## src/rtl/arm_mem_pkg.sv

```systemverilog
// Shared load-path encodings: access sizes and the
// doubleword-assembly FSM states.
package arm_mem_pkg;

    typedef enum logic [1:0] {
        SZ_BYTE  = 2'b00,
        SZ_HALF  = 2'b01,
        SZ_WORD  = 2'b10,
        SZ_DWORD = 2'b11
    } size_e;

    typedef enum logic {
        S_IDLE = 1'b0,
        S_HI   = 1'b1
    } state_e;

endpackage

```

## src/rtl/lane_extend.sv

```systemverilog
// Combinational lane select + sign/zero extension to 64 bits.
// Ports: i_data/i_ofs/i_size/i_signed in; o_value, o_misaligned out.
// A misaligned access forces o_value to zero.
module lane_extend
    import arm_mem_pkg::*;
#(
    parameter int DATA_W = 32,
    parameter int OFS_W  = 2
) (
    input  logic [DATA_W-1:0] i_data,
    input  logic [OFS_W-1:0]  i_ofs,
    input  logic [1:0]        i_size,
    input  logic              i_signed,
    output logic [63:0]       o_value,
    output logic              o_misaligned
);

    logic [31:0] w_lane;
    logic [63:0] w_value;
    logic        w_mis;

    always_comb begin
        w_lane  = 32'(i_data >> {i_ofs, 3'b000});
        w_value = '0;
        w_mis   = 1'b0;
        unique case (size_e'(i_size))
            SZ_BYTE: begin
                w_value = {{56{i_signed & w_lane[7]}}, w_lane[7:0]};
            end
            SZ_HALF: begin
                w_mis   = i_ofs[0];
                w_value = {{48{i_signed & w_lane[15]}}, w_lane[15:0]};
            end
            SZ_WORD: begin
                w_mis   = |i_ofs[1:0];
                w_value = {{32{i_signed & w_lane[31]}}, w_lane};
            end
            SZ_DWORD: begin
                // Wide bus: whole beat; narrow bus: parent assembles
                w_mis   = |i_ofs;
                w_value = 64'(i_data);
            end
        endcase
        if (w_mis) begin
            w_value = '0;
        end
    end

    assign o_value      = w_value;
    assign o_misaligned = w_mis;

endmodule

```

## src/rtl/load_extend_unit.sv

```systemverilog
// Load-path formatter: lane select, extension, 2-beat doubleword assembly.
// Ports: clk/reset; in_* beat handshake; out_* result handshake; err_cnt.
module load_extend_unit
    import arm_mem_pkg::*;
#(
    parameter int   DATA_W    = 32,
    parameter int   ERR_CNT_W = 8,
    localparam int  OFS_W     = $clog2(DATA_W / 8)
) (
    input  logic                 clk,
    input  logic                 reset,
    input  logic                 in_valid,
    output logic                 in_ready,
    input  logic [DATA_W-1:0]    in_data,
    input  logic [OFS_W-1:0]     in_ofs,
    input  logic [1:0]           in_size,
    input  logic                 in_signed,
    output logic                 out_valid,
    input  logic                 out_ready,
    output logic [63:0]          out_data,
    output logic                 out_err,
    output logic [ERR_CNT_W-1:0] err_cnt
);

    if (DATA_W != 32 && DATA_W != 64) begin : g_bad_data_w
        $error("load_extend_unit: DATA_W must be 32 or 64");
    end

    // Doublewords need two beats only on the narrow bus
    localparam bit SPLIT = (DATA_W == 32);

    state_e                r_state;
    state_e                w_state_nxt;
    logic [31:0]           r_lo;
    logic                  r_out_valid;
    logic [63:0]           r_out_data;
    logic                  r_out_err;
    logic [ERR_CNT_W-1:0]  r_err_cnt;

    logic [63:0] w_value;
    logic        w_mis;
    logic        w_in_ready;
    logic        w_accept;
    logic        w_load;
    logic [63:0] w_data;
    logic        w_err;
    logic        w_err_inc;
    logic        w_lo_wr;

    lane_extend #(
        .DATA_W (DATA_W),
        .OFS_W  (OFS_W)
    ) u_lane (
        .i_data       (in_data),
        .i_ofs        (in_ofs),
        .i_size       (in_size),
        .i_signed     (in_signed),
        .o_value      (w_value),
        .o_misaligned (w_mis)
    );

    assign w_in_ready = ~r_out_valid | out_ready;
    assign w_accept   = in_valid & w_in_ready;

    always_comb begin
        w_state_nxt = r_state;
        w_load      = 1'b0;
        w_data      = '0;
        w_err       = 1'b0;
        w_err_inc   = 1'b0;
        w_lo_wr     = 1'b0;
        unique case (r_state)
            S_IDLE: begin
                if (w_accept) begin
                    if (w_mis) begin
                        w_load    = 1'b1;
                        w_err     = 1'b1;
                        w_err_inc = 1'b1;
                    end else if (SPLIT &&
                                 size_e'(in_size) == SZ_DWORD) begin
                        w_lo_wr     = 1'b1;
                        w_state_nxt = S_HI;
                    end else begin
                        w_load = 1'b1;
                        w_data = w_value;
                    end
                end
            end
            S_HI: begin
                // Attributes of the high beat are irrelevant
                if (w_accept) begin
                    w_load      = 1'b1;
                    w_data      = {in_data[31:0], r_lo};
                    w_state_nxt = S_IDLE;
                end
            end
        endcase
    end

    always_ff @(posedge clk or posedge reset) begin
        if (reset) begin
            r_state <= S_IDLE;
        end else begin
            r_state <= w_state_nxt;
        end
    end

    always_ff @(posedge clk or posedge reset) begin
        if (reset) begin
            r_lo        <= '0;
            r_out_valid <= 1'b0;
            r_out_data  <= '0;
            r_out_err   <= 1'b0;
            r_err_cnt   <= '0;
        end else begin
            if (w_lo_wr) begin
                r_lo <= in_data[31:0];
            end
            r_out_valid <= w_load | (r_out_valid & ~out_ready);
            if (w_load) begin
                r_out_data <= w_data;
                r_out_err  <= w_err;
            end
            if (w_err_inc && !(&r_err_cnt)) begin
                r_err_cnt <= r_err_cnt + ERR_CNT_W'(1);
            end
        end
    end

    assign in_ready  = w_in_ready;
    assign out_valid = r_out_valid;
    assign out_data  = r_out_data;
    assign out_err   = r_out_err;
    assign err_cnt   = r_err_cnt;

endmodule

```

## config.mk

```make
export PLATFORM = sky130hd
export DESIGN_NAME = load_extend_unit
export DESIGN_NICKNAME = d
export VERILOG_FILES = /design/src/rtl/arm_mem_pkg.sv /design/src/rtl/lane_extend.sv /design/src/rtl/load_extend_unit.sv
export SDC_FILE = /design/constraint.sdc
export NUM_CORES = 1
export LEC_CHECK = 0
export ABC_AREA = 0
export CAP_MARGIN = 10
export CELL_PAD_IN_SITES_DETAIL_PLACEMENT = 0
export CELL_PAD_IN_SITES_GLOBAL_PLACEMENT = 1
export CORE_MARGIN = 5
export CORE_UTILIZATION = 43
export CTS_CLUSTER_SIZE = 8
export DETAILED_ROUTE_END_ITERATION = 8
export MAX_ROUTING_LAYER = met4
export PLACE_DENSITY = 0.85
export SLEW_MARGIN = 20
export SYNTH_ARGS = -nofsm -noshare
export SYNTH_HDL_FRONTEND = slang
export SYNTH_HIERARCHICAL = 1
export SYNTH_SLANG_ARGS = --single-unit
```

## constraint.sdc

```tcl
create_clock -name clk -period 8.22 [get_ports clk]
set_clock_uncertainty 0.1 [all_clocks]
set_input_delay 1.644 -clock clk [delete_from_list [all_inputs] [get_ports clk]]
set_output_delay 1.644 -clock clk [all_outputs]
set_load 0.005 [all_outputs]
```

==> Word-level counts from Yosys, hierarchy flattened <==
Cells that the tools add are included.
{ "op_classes": {"bitwise": 10, "add_sub_neg": 1, "div": 0, "order_cmp": 0, "n_eq_ne": 3, "muxes": 21, "reduce_logical": 6, "shifts": 1, "multipliers": 0} }
{ "ops": {"columns": ["op", "n"], "rows": [
  ["$mux W64", 4],
  ["$pmux W64 S3", 1],
  ["$pmux W64 S2", 1],
  ["$shr A32 B5 Y32", 1],
  ["$mux W1", 12],
  ["$add A8 B1 Y8 const B", 1],
  ["$reduce_and A8 Y1", 1],
  ["$pmux W1 S2", 3],
  ["$and A1 B1 Y1", 5],
  ["$eq A2 B2 Y1 const B", 2],
  ["$reduce_or A2 Y1", 2],
  ["$not A1 Y1", 3],
  ["$eq A2 B1 Y1 const B", 1],
  ["$logic_not A2 Y1", 1],
  ["$or A1 B1 Y1", 2],
  ["$logic_and A1 B1 Y1", 1],
  ["$logic_not A1 Y1", 1]
]} }
{ "totals": {"n_memories": 0, "mem_bits_ro": 0, "ram_bits": 0, "latchBits": 0, "output_inout_bits": 75, "ff_bits": 107} }

==> Logic depth before layout (Yosys ltp) <==
Gate-level depths: netlist of the first run.
{ "logic_depth": {"depth_word": 7, "ltp_mapped": 10, "ltp_nobuf": 6} }

==> By module <==
The synthesis of the first run kept the hierarchy.
{ "modules_own_cells": {"columns": ["mod", "cells_each", "seq_area_each_um2", "instances", "area_per_inst_um2"], "rows": [
  ["load_extend_unit", 413, 2677.6, 1, 4639.4],
  ["lane_extend", 172, 0.0, 1, 1164.9]
]} }

==> Worst setup path after synthesis of the first run <==
No wires, ideal clock.
{ "synth_timing": {"path_kind": "in2reg", "from": "in in_size[1]", "to": "reg r_out_data[33] (netlist: out_data[33])", "path_buffers": 3, "path_stages": 9, "arrival_ns": 4.151, "slack_ns": 3.886, "t_required_ns": 8.037, "path_cell_list": "clkbuf_1 nor2_1 nor2_1 a21o_1 buf_2 a21oi_1 buf_4 a22oi_1 o21ai_0"} }
{ "synth_via": {"elab_chain_len": 6, "word_cells_on_any_way": 15} }
{ "synth_lines": {"columns": ["item", "line", "source"], "rows": [
  ["from (decl)", "load_extend_unit.sv:16", "input logic [1:0] in_size,"],
  ["$eq A2 B2 Y1", "lane_extend.sv:26", "unique case (size_e'(i_size))"],
  ["$reduce_or A2 Y1 (no source line)", null, null],
  ["$pmux W1 S2 *", "lane_extend.sv:26", null],
  ["net w_mis", "load_extend_unit.sv:41", "logic w_mis;"],
  ["$mux W64 / $mux W1 (equally long branches)", "load_extend_unit.sv:75", "if (w_mis) begin"],
  ["$mux W64 / $mux W1 (equally long branches)", "load_extend_unit.sv:74", "if (w_accept) begin"],
  ["$pmux W64 S2 / $pmux W1 S2 (equally long branches)", "load_extend_unit.sv:72", "unique case (r_state)"],
  ["to (signal assigned)", "load_extend_unit.sv:121", "r_out_data <= w_data;"],
  ["to (decl)", "load_extend_unit.sv:36", "logic [63:0] r_out_data;"]
]} }
The timed path passes the listed nets; every way through them passes the cells marked *. The select of a mux whose other input is x is not followed.
A chain may end at the register's enable or synchronous reset.

==> Worst setup path in the final report of the first run <==
{ "layout_timing": {"from": "in in_ofs[0]", "to": "reg r_out_data[59] (netlist: out_data[59])"} }
{ "layout_via": {"elab_chain_len": 7, "word_cells_on_any_way": 14} }
{ "layout_lines": {"columns": ["item", "line", "source"], "rows": [
  ["from (decl)", "load_extend_unit.sv:15", "input logic [OFS_W-1:0] in_ofs,"],
  ["$shr A32 B5 Y32", "lane_extend.sv:23", "w_lane = 32'(i_data >> {i_ofs, 3'b000});"],
  ["$and A1 B1 Y1, on equally long branches", "lane_extend.sv:36, lane_extend.sv:28, lane_extend.sv:32", null],
  ["$pmux W64 S3", "lane_extend.sv:26", null],
  ["$mux W64", "load_extend_unit.sv:79", "end else if (SPLIT &&"],
  ["$mux W64", "load_extend_unit.sv:75", null],
  ["$mux W64", "load_extend_unit.sv:74", null],
  ["$pmux W64 S2", "load_extend_unit.sv:72", null]
]} }
Parallel ways exist; a longest one is shown, timed or not. The select of a mux whose other input is x is not followed.

==> impl_metrics.yaml, run 1 <==
worst_setup_path:
  timing.critical_path.from_type: "input port"
  setup.worst_path.end: "out_data[59]"
  worst_setup_path_end_kind: "flop"
  ff2ff_setup_slack_ps: 5400
  critPathArrivalTime_ps: 4990
  timing_worst_setup_path_type: "input port to flop"
  timing.critical_path.required_ps: 8340
  capture_point_of_the_worst_reg_to_reg_path: "r_lo[29]"
  regToRegStartpoint: "r_state"
  reg2regPathDepth: 4
  setup.worst_path.start: "in_ofs[0]"
  crit_fanout: 32
placed_design:
  port_buffers: 115
  place.detailed.instances: 801
  place_congestion: 0.8976
  detailedPlace.worstSlack_ps: 2854
  detailedPlacementHpwl_um: 10550
finish:
  nets: 679
  layout.cells.non_filler: 818
  area.growth.synth_to_final_pct: 21.36
  final_layout_size_suffix_gt1_share_pct: 11.54
global_route:
  first_pass_grt_wire_length_um: 25160
  busiest_layer_in_global_routing: "met1"
  globalRouteMet2Util_pct: 28.83
  grt_start_max_net_pins: 130
  gr-usage-met3_pct: 3.048
  global_route.usage.total_pct: 20.32
  grt_overflow_total: 0
  first_global_vias: 4434
  globalRouteMet1Util_pct: 29.79
  initial_antenna_violation_count: 1
floorplanning:
  rows: 42
  initial_core_util_pct: 43.83
  floorplan.die.width_um: 126.2
  design.portCount: 116
  design.core.area_um2: 13240
  die-height_um: 126.2
  dieArea_um2: 15920
clocking:
  post_cts.resized_instances: 0
  max-clock-path-buffers: 2
  cts.root.buffer_cell: "clkbuf_16"
  numCtsBuffers: 9
  post_cts_hold_buffer_count: 0
  cts_post_setup_buffers_inserted: 0
  cts_max_level: 3
  clock_transition_at_path_regs_ps: 70
  clk-insertion-delay-late_ps: 340
  clkSinkCount: 107
  cts_tree: "done"
logic_synthesis:
  mappedNetlistNets: 627
  ys_seq_elements: 107
  seq_area_frac_synth_pct: 46.13
  number_of_enable_type_register_cells_in_the_synthesized_netlist: 0
  synth_cells: 585
  syn_avg_cell_area_um2: 9.922
  synth_async_sr_flop_share_pct: 100.0
  synth_top_flop_cell: "dfrtp_1"
  yosys_warnings: 6
  yosysUniqueCellTypes: 41
  synthesis.area_um2: 5804
sta:
  hold_viol: 0
  whs_ps: 378.4
  slew-limit-headroom_pct: 25.92
  period_minus_slack_ps: 4875
  worstMarginPinSlew_ps: 1111
  grt_setup_unrepaired: "no"
  slew_violations: 0
  fin_crit_sh_pct: 59.30
  setup_slack_ps: 3345
  timing.final.setup_violations: 0
  setup_total_negative_slack_ps: 0
  fmax_mhz: 205.1
route:
  avgViaCountPerCell: 5.692
  detail_route.first_pass.iterations: 5
  drc_errors: 0
  drt_first_iter_violations: 494
  wl_um: 15940
  avgRoutedWirePerCell_um: 19.48
  route.vias.total: 4656
  ant_nets: 0
power_and_ir_drop:
  leakagePower_nw: 2.924
  p_total_mw: 1.509
  ir_drop_mv: 0.1013
  pwr_density_cell_nw_per_um2: 214.2
hold_path:
  hold_class: "flop to flop"
outcome:
  status: "completed"
flow_run:
  timing.max_cap.violations: 0
## worst min path at each step
stage          cells past startpoint            to          from  slack [ps]
4_1_cts                            2  out_data[24]  out_data[24]         380
6_report                           2  out_data[24]  out_data[24]         380
3_3_place_gp                       2  out_data[20]  out_data[20]         360
2_1_floorplan                      2       out_err       out_err         370
3_5_place_dp                       2  out_data[24]  out_data[24]         370
5_1_grt                            2  out_data[63]  out_data[63]         400
## registers in the layout, summed over array words and instances, names as in the netlist
register   flops
r_state        1
out_data      64
r_lo          32
out_valid      1
out_err        1
err_cnt        8
## layout by cell type, fill, tap and decap left out, types with 2 or more instances in the layout
cell	netlist	routed
mux2_4	29	29
nor3_1	4	4
nand2_1	89	89
mux2_2	7	7
o22ai_1	7	7
a21oi_1	20	19
clkinv_4	0	2
dfrtp_1	107	106
mux2i_1	15	15
nand2b_1	3	3
a21oi_2	10	11
nand3_1	6	5
nand4_1	3	3
nor2_1	19	19
clkbuf_16	0	9
clkdlybuf4s50_1	0	114
and3_1	3	3
a22oi_1	72	72
o21ai_0	51	51
a221oi_1	8	8
inv_1	10	9
a311oi_1	5	5
o21ai_1	13	13
nor2b_1	10	10
buf_4	34	4
clkinv_2	0	2
a311oi_2	2	2
## report_power, final
part           internal (mW)  switching (mW)
Combinational          0.230           0.184
Clock                  0.212           0.188
Sequential             0.627          0.0667
## Yosys cell counts, types with 4 or more instances
cell / instances / area share (%)
nand3_1: 6 / 0.52
a21oi_1: 20 / 1.7
dfrtp_1: 107 / 46
mux2_4: 29 / 7.5
buf_1: 6 / 0.39
inv_1: 10 / 0.65
clkbuf_1: 22 / 1.4
a21oi_2: 10 / 1.5
buf_6: 5 / 0.97
nor2b_1: 10 / 1.1
mux2_2: 7 / 1.4
buf_4: 34 / 4.4
o21ai_1: 13 / 1.1
nor3_1: 4 / 0.34
a221oi_1: 8 / 1.2
a22oi_1: 72 / 9.3
o22ai_1: 7 / 0.75
buf_2: 11 / 0.95
o21ai_0: 51 / 4.4
nand2_1: 89 / 5.8
nor2_1: 19 / 1.2
mux2i_1: 15 / 2.6
a311oi_1: 5 / 0.75
## logic make-up after synthesis
logic type	Yosys count	synth area share (%)
flip-flops	107	46.13
AND/OR/NAND/NOR	143	10.69
buffers and inverters	89	8.859
adder cells (fa/ha/maj)	1	0.2155
AO/OA/AOI/OAI	192	22.05
multiplexers	52	11.90
XOR/XNOR	1	0.1509
## final cells by class
type / count / area [um2]
Fill cell: 1199 / 6198
Sequential cell: 107 / 2679
Timing Repair Buffer: 120 / 1204
Antenna cell: 1 / 2.502
Tap cell: 176 / 220.2
Multi-Input combinational cell: 389 / 2629
Clock inverter: 4 / 27.53
Clock buffer: 11 / 242.7
Inverter: 10 / 40.04
## stage by stage
step	instance area, um2	util, %
floorplan	5804	-
global placement	6749	50.96
detailed placement	6749	50.96
CTS	7019	53.00
global route	7044	53.19
finish	7044	53.19
## critical path: stages
cell	delay (ps)
clkdlybuf4s50_1	1110
mux4_1	680
nand2_1	90
a21o_1	830
a21oi_2	30
buf_4	290
a22oi_1	200
o21ai_0	110
## per-layer routing
metal / share of wire (%) / vias to the layer above
met3: 5.5 / 19
met4: 1.5 / 0
met2: 47 / 174
li1: - / 2179
met1: 46 / 2284
met5: 0 / -
Power figures use the tool's default switching activity.
==> run 2: changes to the inputs <==
--- a/config.mk
+++ b/config.mk
@@ -10,11 +10,11 @@
 export CELL_PAD_IN_SITES_DETAIL_PLACEMENT = 0
 export CELL_PAD_IN_SITES_GLOBAL_PLACEMENT = 1
 export CORE_MARGIN = 5
-export CORE_UTILIZATION = 43
+export CORE_UTILIZATION = 40
 export CTS_CLUSTER_SIZE = 8
 export DETAILED_ROUTE_END_ITERATION = 8
 export MAX_ROUTING_LAYER = met4
-export PLACE_DENSITY = 0.85
+export PLACE_DENSITY = 0.8
 export SLEW_MARGIN = 20
 export SYNTH_ARGS = -nofsm -noshare
 export SYNTH_HDL_FRONTEND = slang
==> constraint.sdc (replaced) <==
create_clock -name clk -period 4.8 [get_ports clk]
set_clock_uncertainty 0.1 [all_clocks]
set_input_delay 0.96 -clock clk [delete_from_list [all_inputs] [get_ports clk]]
set_output_delay 0.96 -clock clk [all_outputs]
set_load 0.005 [all_outputs]
==> run 2 against run 1 <==
Sequential share of layout area is 0.39 points lower; highest routed layer unchanged; global-route usage down 0.65 points; final area up 1.1%.
==> impl_metrics.yaml, run 2 (same netlist as run 1, synthesis figures left out) <==
worst_setup_path:
  ff2ff_setup_slack_ps: 2290
  timing_worst_setup_path_type: "input port to flop"
  timing.critical_path.from_type: "input port"
  timing.critical_path.required_ps: 4970
  crit_path_cell_trace: "clkdlybuf4s50_1 -> buf_4 -> mux2i_1 -> or3b_1 -> a31o_1 -> a21oi_2 -> buf_4 -> a22oi_1 -> o21ai_0"
  reg2regPathDepth: 3
  critPathSlowestCell: "a31o_1"
  worst_setup_path_end_kind: "flop"
  crit_top_cell: "buf_4"
  critical_path.max_stage_delay_ps: 520
  critPathArrivalTime_ps: 3670
  capture_point_of_the_worst_reg_to_reg_path: "r_lo[28]"
  regToRegStartpoint: "r_state"
  crit_fanout: 32
finish:
  nets: 685
  largest_register_ffs: 64
  final_core_utilization_pct: 49.58
  n_fill_cell: 1311
  layout_commonest_cell: "clkdlybuf4s50_1"
  layout.cells.most_common_list: "clkdlybuf4s50_1 (115), dfrtp_1 (106), nand2_1 (89)"
  insertedDiodeCount: 0
  area.growth.synth_to_final_pct: 22.74
  final_layout_size_suffix_gt1_share_pct: 12.35
placed_design:
  port_buffers: 115
  detailedPlacementHpwl_um: 10980
  place_congestion: 0.8584
  detailedPlace.worstSlack_ps: 801.6
global_route:
  grt_start_max_net_pins: 91
  first_global_vias: 4435
  initial_antenna_violation_count: 0
  grt_overflow_total: 0
  first_pass_grt_wire_length_um: 25190
  global_route.usage.total_pct: 19.68
clocking:
  cts_max_level: 3
  max-clock-path-buffers: 2
  clock_transition_at_path_regs_ps: 70
  post_cts_hold_buffer_count: 0
  numCtsBuffers: 9
  clkSinkCount: 107
  post_cts.resized_instances: 0
  cts_tree: "done"
  cts.root.buffer_cell: "clkbuf_16"
  clk-insertion-delay-late_ps: 350
  cts_post_setup_buffers_inserted: 0
route:
  wl_um: 16290
  avgViaCountPerCell: 5.620
  drc_errors: 0
  avgRoutedWirePerCell_um: 19.58
  drt_first_iter_violations: 441
  ant_nets: 0
  route.vias.total: 4676
  detail_route.first_pass.iterations: 5
hold_path:
  whs_endpoint: "out_data[21]"
  hold_class: "flop to flop"
  min_path_cells: 2
  hold_path_start: "out_data[21]"
flow_run:
  timing.max_cap.violations: 0
floorplanning:
  initial_core_util_pct: 40.40
  design.portCount: 116
  die-height_um: 130.5
  floorplan.die.width_um: 130.5
  design.core.area_um2: 14370
  dieArea_um2: 17020
  rows: 44
sta:
  timing.final.setup_violations: 0
  whs_ps: 381.4
  fmax_mhz: 285.5
  setup_slack_ps: 1297
  grt_setup_unrepaired: "no"
  slew-limit-headroom_pct: 39.06
  period_minus_slack_ps: 3503
  setup_total_negative_slack_ps: 0
  fin_crit_sh_pct: 72.97
  hold_viol: 0
  worstMarginPinSlew_ps: 914.1
  slew_violations: 0
outcome:
  status: "completed"
power_and_ir_drop:
  leakagePower_nw: 2.950
  pwr_density_cell_nw_per_um2: 371.9
  ir_drop_mv: 0.1926
run 2: per-layer routing:
layer	vias up	share of wire [%]	track usage, %
met5	-	0	-
met4	0	1.4	6.594
met3	23	5.8	2.276
met2	158	45	27.46
met1	2306	48	29.73
li1	2189	-	-
run 2: worst max-delay path: cells and delay by family:
kind                   cells  cell delay, ps
AND/OR/NAND/NOR            1             390
buffers and inverters      3            1080
AO/OA/AOI/OAI              4            1080
multiplexers               1             140
run 2: worst max-delay path by stage:
stage,slack [ps],start,cells past startpoint,end
2_1_floorplan,920,reset,1,err_cnt[0]
3_3_place_gp,920,in_size[0],7,r_lo[29]
3_5_place_dp,800,in_size[1],6,r_lo[29]
4_1_cts,1160,in_size[1],6,r_lo[29]
5_1_grt,1120,in_ofs[0],9,out_data[37]
6_report,1300,in_ofs[0],9,out_data[51]
run 2: cell type report:
class | count | area (um2) | share of cell area [%]
Clock buffer | 10 | 229.0 | 3.214
Clock inverter | 6 | 66.31 | 0.9308
Inverter | 10 | 40.04 | 0.5620
Multi-Input combinational cell | 389 | 2631 | 36.93
Sequential cell | 107 | 2681 | 37.64
Tap cell | 184 | 230.2 | 3.231
Timing Repair Buffer | 126 | 1246 | 17.49
run 2: power breakdown:
part / leakage, nW / switching, mW / internal (mW) / total [mW]
logic: 1.42 / 0.300 / 0.397 / 0.697
clock network: 0.135 / 0.341 / 0.405 / 0.746
registers: 1.39 / 0.132 / 1.07 / 1.21
run 2: per-stage QoR:
stage	area [um2]	total power [mW]	cells
4_1_cts	7122	2.668	832
6_report	7124	2.650	832
3_3_place_gp	6824	1.897	816
2_1_floorplan	5804	1.589	585
3_5_place_dp	6827	1.920	816
5_1_grt	7124	2.777	832
==> RTL change: new RTL, settings of run 2 <==
`ERR_CNT_W`: 8 -> 12.
--- a/src/rtl/load_extend_unit.sv
+++ b/src/rtl/load_extend_unit.sv
@@ -6,3 +6,3 @@
     parameter int   DATA_W    = 32,
-    parameter int   ERR_CNT_W = 8,
+    parameter int   ERR_CNT_W = 12,
     localparam int  OFS_W     = $clog2(DATA_W / 8)
Interface: changed (resized err_cnt); port bits go from 116 to 120. The function was not compared with the original's and may differ.
==> RTL change against run 2 <==
  * Wire length increased by 4.6%
  * Count of clock-buffer cells in the layout fell by 1
  * Utilization up 0.89 points
  * Setup slack got worse by 0.070 ns
  * Highest routed layer unchanged
  * Total power is 1.6% higher
  * Critical path type unchanged
  * Cell count increased by 2.8%
  * Area after synthesis grew 3.9%
  * Worst hold slack improved by 0.0011 ns
  * Sequential cell count rose by 4
  * Critical path depth shrank 2
  * Design area is 3.7% higher
  * First-iteration DRC count grew 19%
==> RTL change: results (changes against run 2) <==
result of the run finished, final reports clean; largest fanout of any net on the critical path 33 (+3.1%); first-pass GRT wire length 27160 um (+7.8%); clock network fraction of total power 0.284 (+0.002); # nets final 708 (+3.4%); Unique masters post-synth 46 (+12%); switching power 0.7930 mW (+2.5%); sum of routed wire length over all layers 17040 um (+4.6%); ranking of synthesized cells by area sky130_fd_sc_hd__dfrtp_1 (46%), sky130_fd_sc_hd__a22oi_1 (9.0%), sky130_fd_sc_hd__mux2_4 (7.2%), sky130_fd_sc_hd__nand2_1 (5.5%), sky130_fd_sc_hd__o21ai_0 (4.4%); number of fill cells 1323 (+0.92%); count of routing violations after the opening detailed-route iteration 525 (+19%); arrival time of data at the critical path endpoint 3.72 ns (+0.05 ns); count of cells resized by post-cts repair 0 (unchanged); pin count of the biggest net entering global routing 79 (-13%); Post-synth top cells sky130_fd_sc_hd__dfrtp_1 (111), sky130_fd_sc_hd__nand2_1 (89), sky130_fd_sc_hd__a22oi_1 (72); Worst VDD drop 0.1838 mV (-4.6%); share of post-route cells with drive strength above 1 0.1237 (+0.0002392); placed cell areas 0.007091 mm^2 (+3.9%); GPL Wtd Cong 0.8698 (+1.3%); Tightest Hold Check Type register to register; vias in the first global route 4867 (+9.7%); detailed-routed wire length on met2 7644 um (+5.1%); cell family contributing the most delay on the critical path simple AND/OR/NAND/NOR gates; sequential-to-total area share from yosys stat 0.4604 (-0.0009164); sum of routed wire segments on met1 8263 um (+5.3%); count of buffers from port buffering 119 (+3.5%); Clock Tree Buf Depth 2 (unchanged); sw frac 0.2946 (+0.002569); HPWL Detailed 11570 um (+5.4%); Avg Vias per Cell 5.673 (+0.93%); Leak 3.055 nW (+3.6%); Worst path max stage delay 0.91 ns (+0.39 ns); actual transition at the worst max-transition pin 1.139 ns (+0.2248 ns); Critical Path Slowest Stage Cell sky130_fd_sc_hd__or2_2; cell count of the worst reg-to-reg path 4 (+1); global routing usage summed across all routing layers 0.1979 (+0.001107); met3 WL post-DR 826 um (-13%)
[RTL change: cell families after synthesis]
| logic type | after synthesis | synth area share |
|---|---|---|
| AOI/OAI and AO/OA | 196 | 0.2173 |
| and+or+nand+nor | 150 | 0.1120 |
| DFF | 111 | 0.4604 |
| buffers and inverters | 90 | 0.08627 |
| muxes | 53 | 0.1161 |
| xor gates and xnor gates | 4 | 0.005806 |
| adders and majority gates | 1 | 0.002073 |
[RTL change: layout make-up]
cell class              instances  share of cell area
clock buffers                   9             0.03047
flip-flops and latches        111              0.3760
repair buffers                131              0.1750
inverters                       9            0.005248
well taps                     184             0.03115
multi-input cells             404              0.3723
clock inverters                 7            0.009819
[RTL change: layer usage]
layer,vias to the layer above,track usage
li1,2276,-
met3,23,0.03303
met1,2376,0.2805
met2,175,0.2850
met5,-,-
met4,0,0.07217
[RTL change: worst paths after layout]
| path | to | startpoint | slack [ns] |
|---|---|---|---|
| max in group asynchronous | out_data[29] | reset | 2.84 |
| hold / removal | out_data[39] | out_data[39] | 0.38 |
| setup / recovery | r_lo[29] | in_size[0] | 1.23 |
| min in group asynchronous | err_cnt[4] | reset | 1.01 |
| hold reg to reg | out_data[39] | out_data[39] | 0.38 |
| setup reg to reg | r_lo[29] | out_valid | 2.54 |
[RTL change: stage by stage]
stage	setup WS (ns)	instances	utilization	hold slack [ns]
detailed placement	0.8985	839	0.4842	0.3707
finish	1.227	855	0.5047	0.3825
floorplan	0.8093	605	-	0.3711
global route	1.121	855	0.5047	0.4101
global placement	0.9585	839	0.4842	0.3645
CTS	1.274	855	0.5045	0.3868
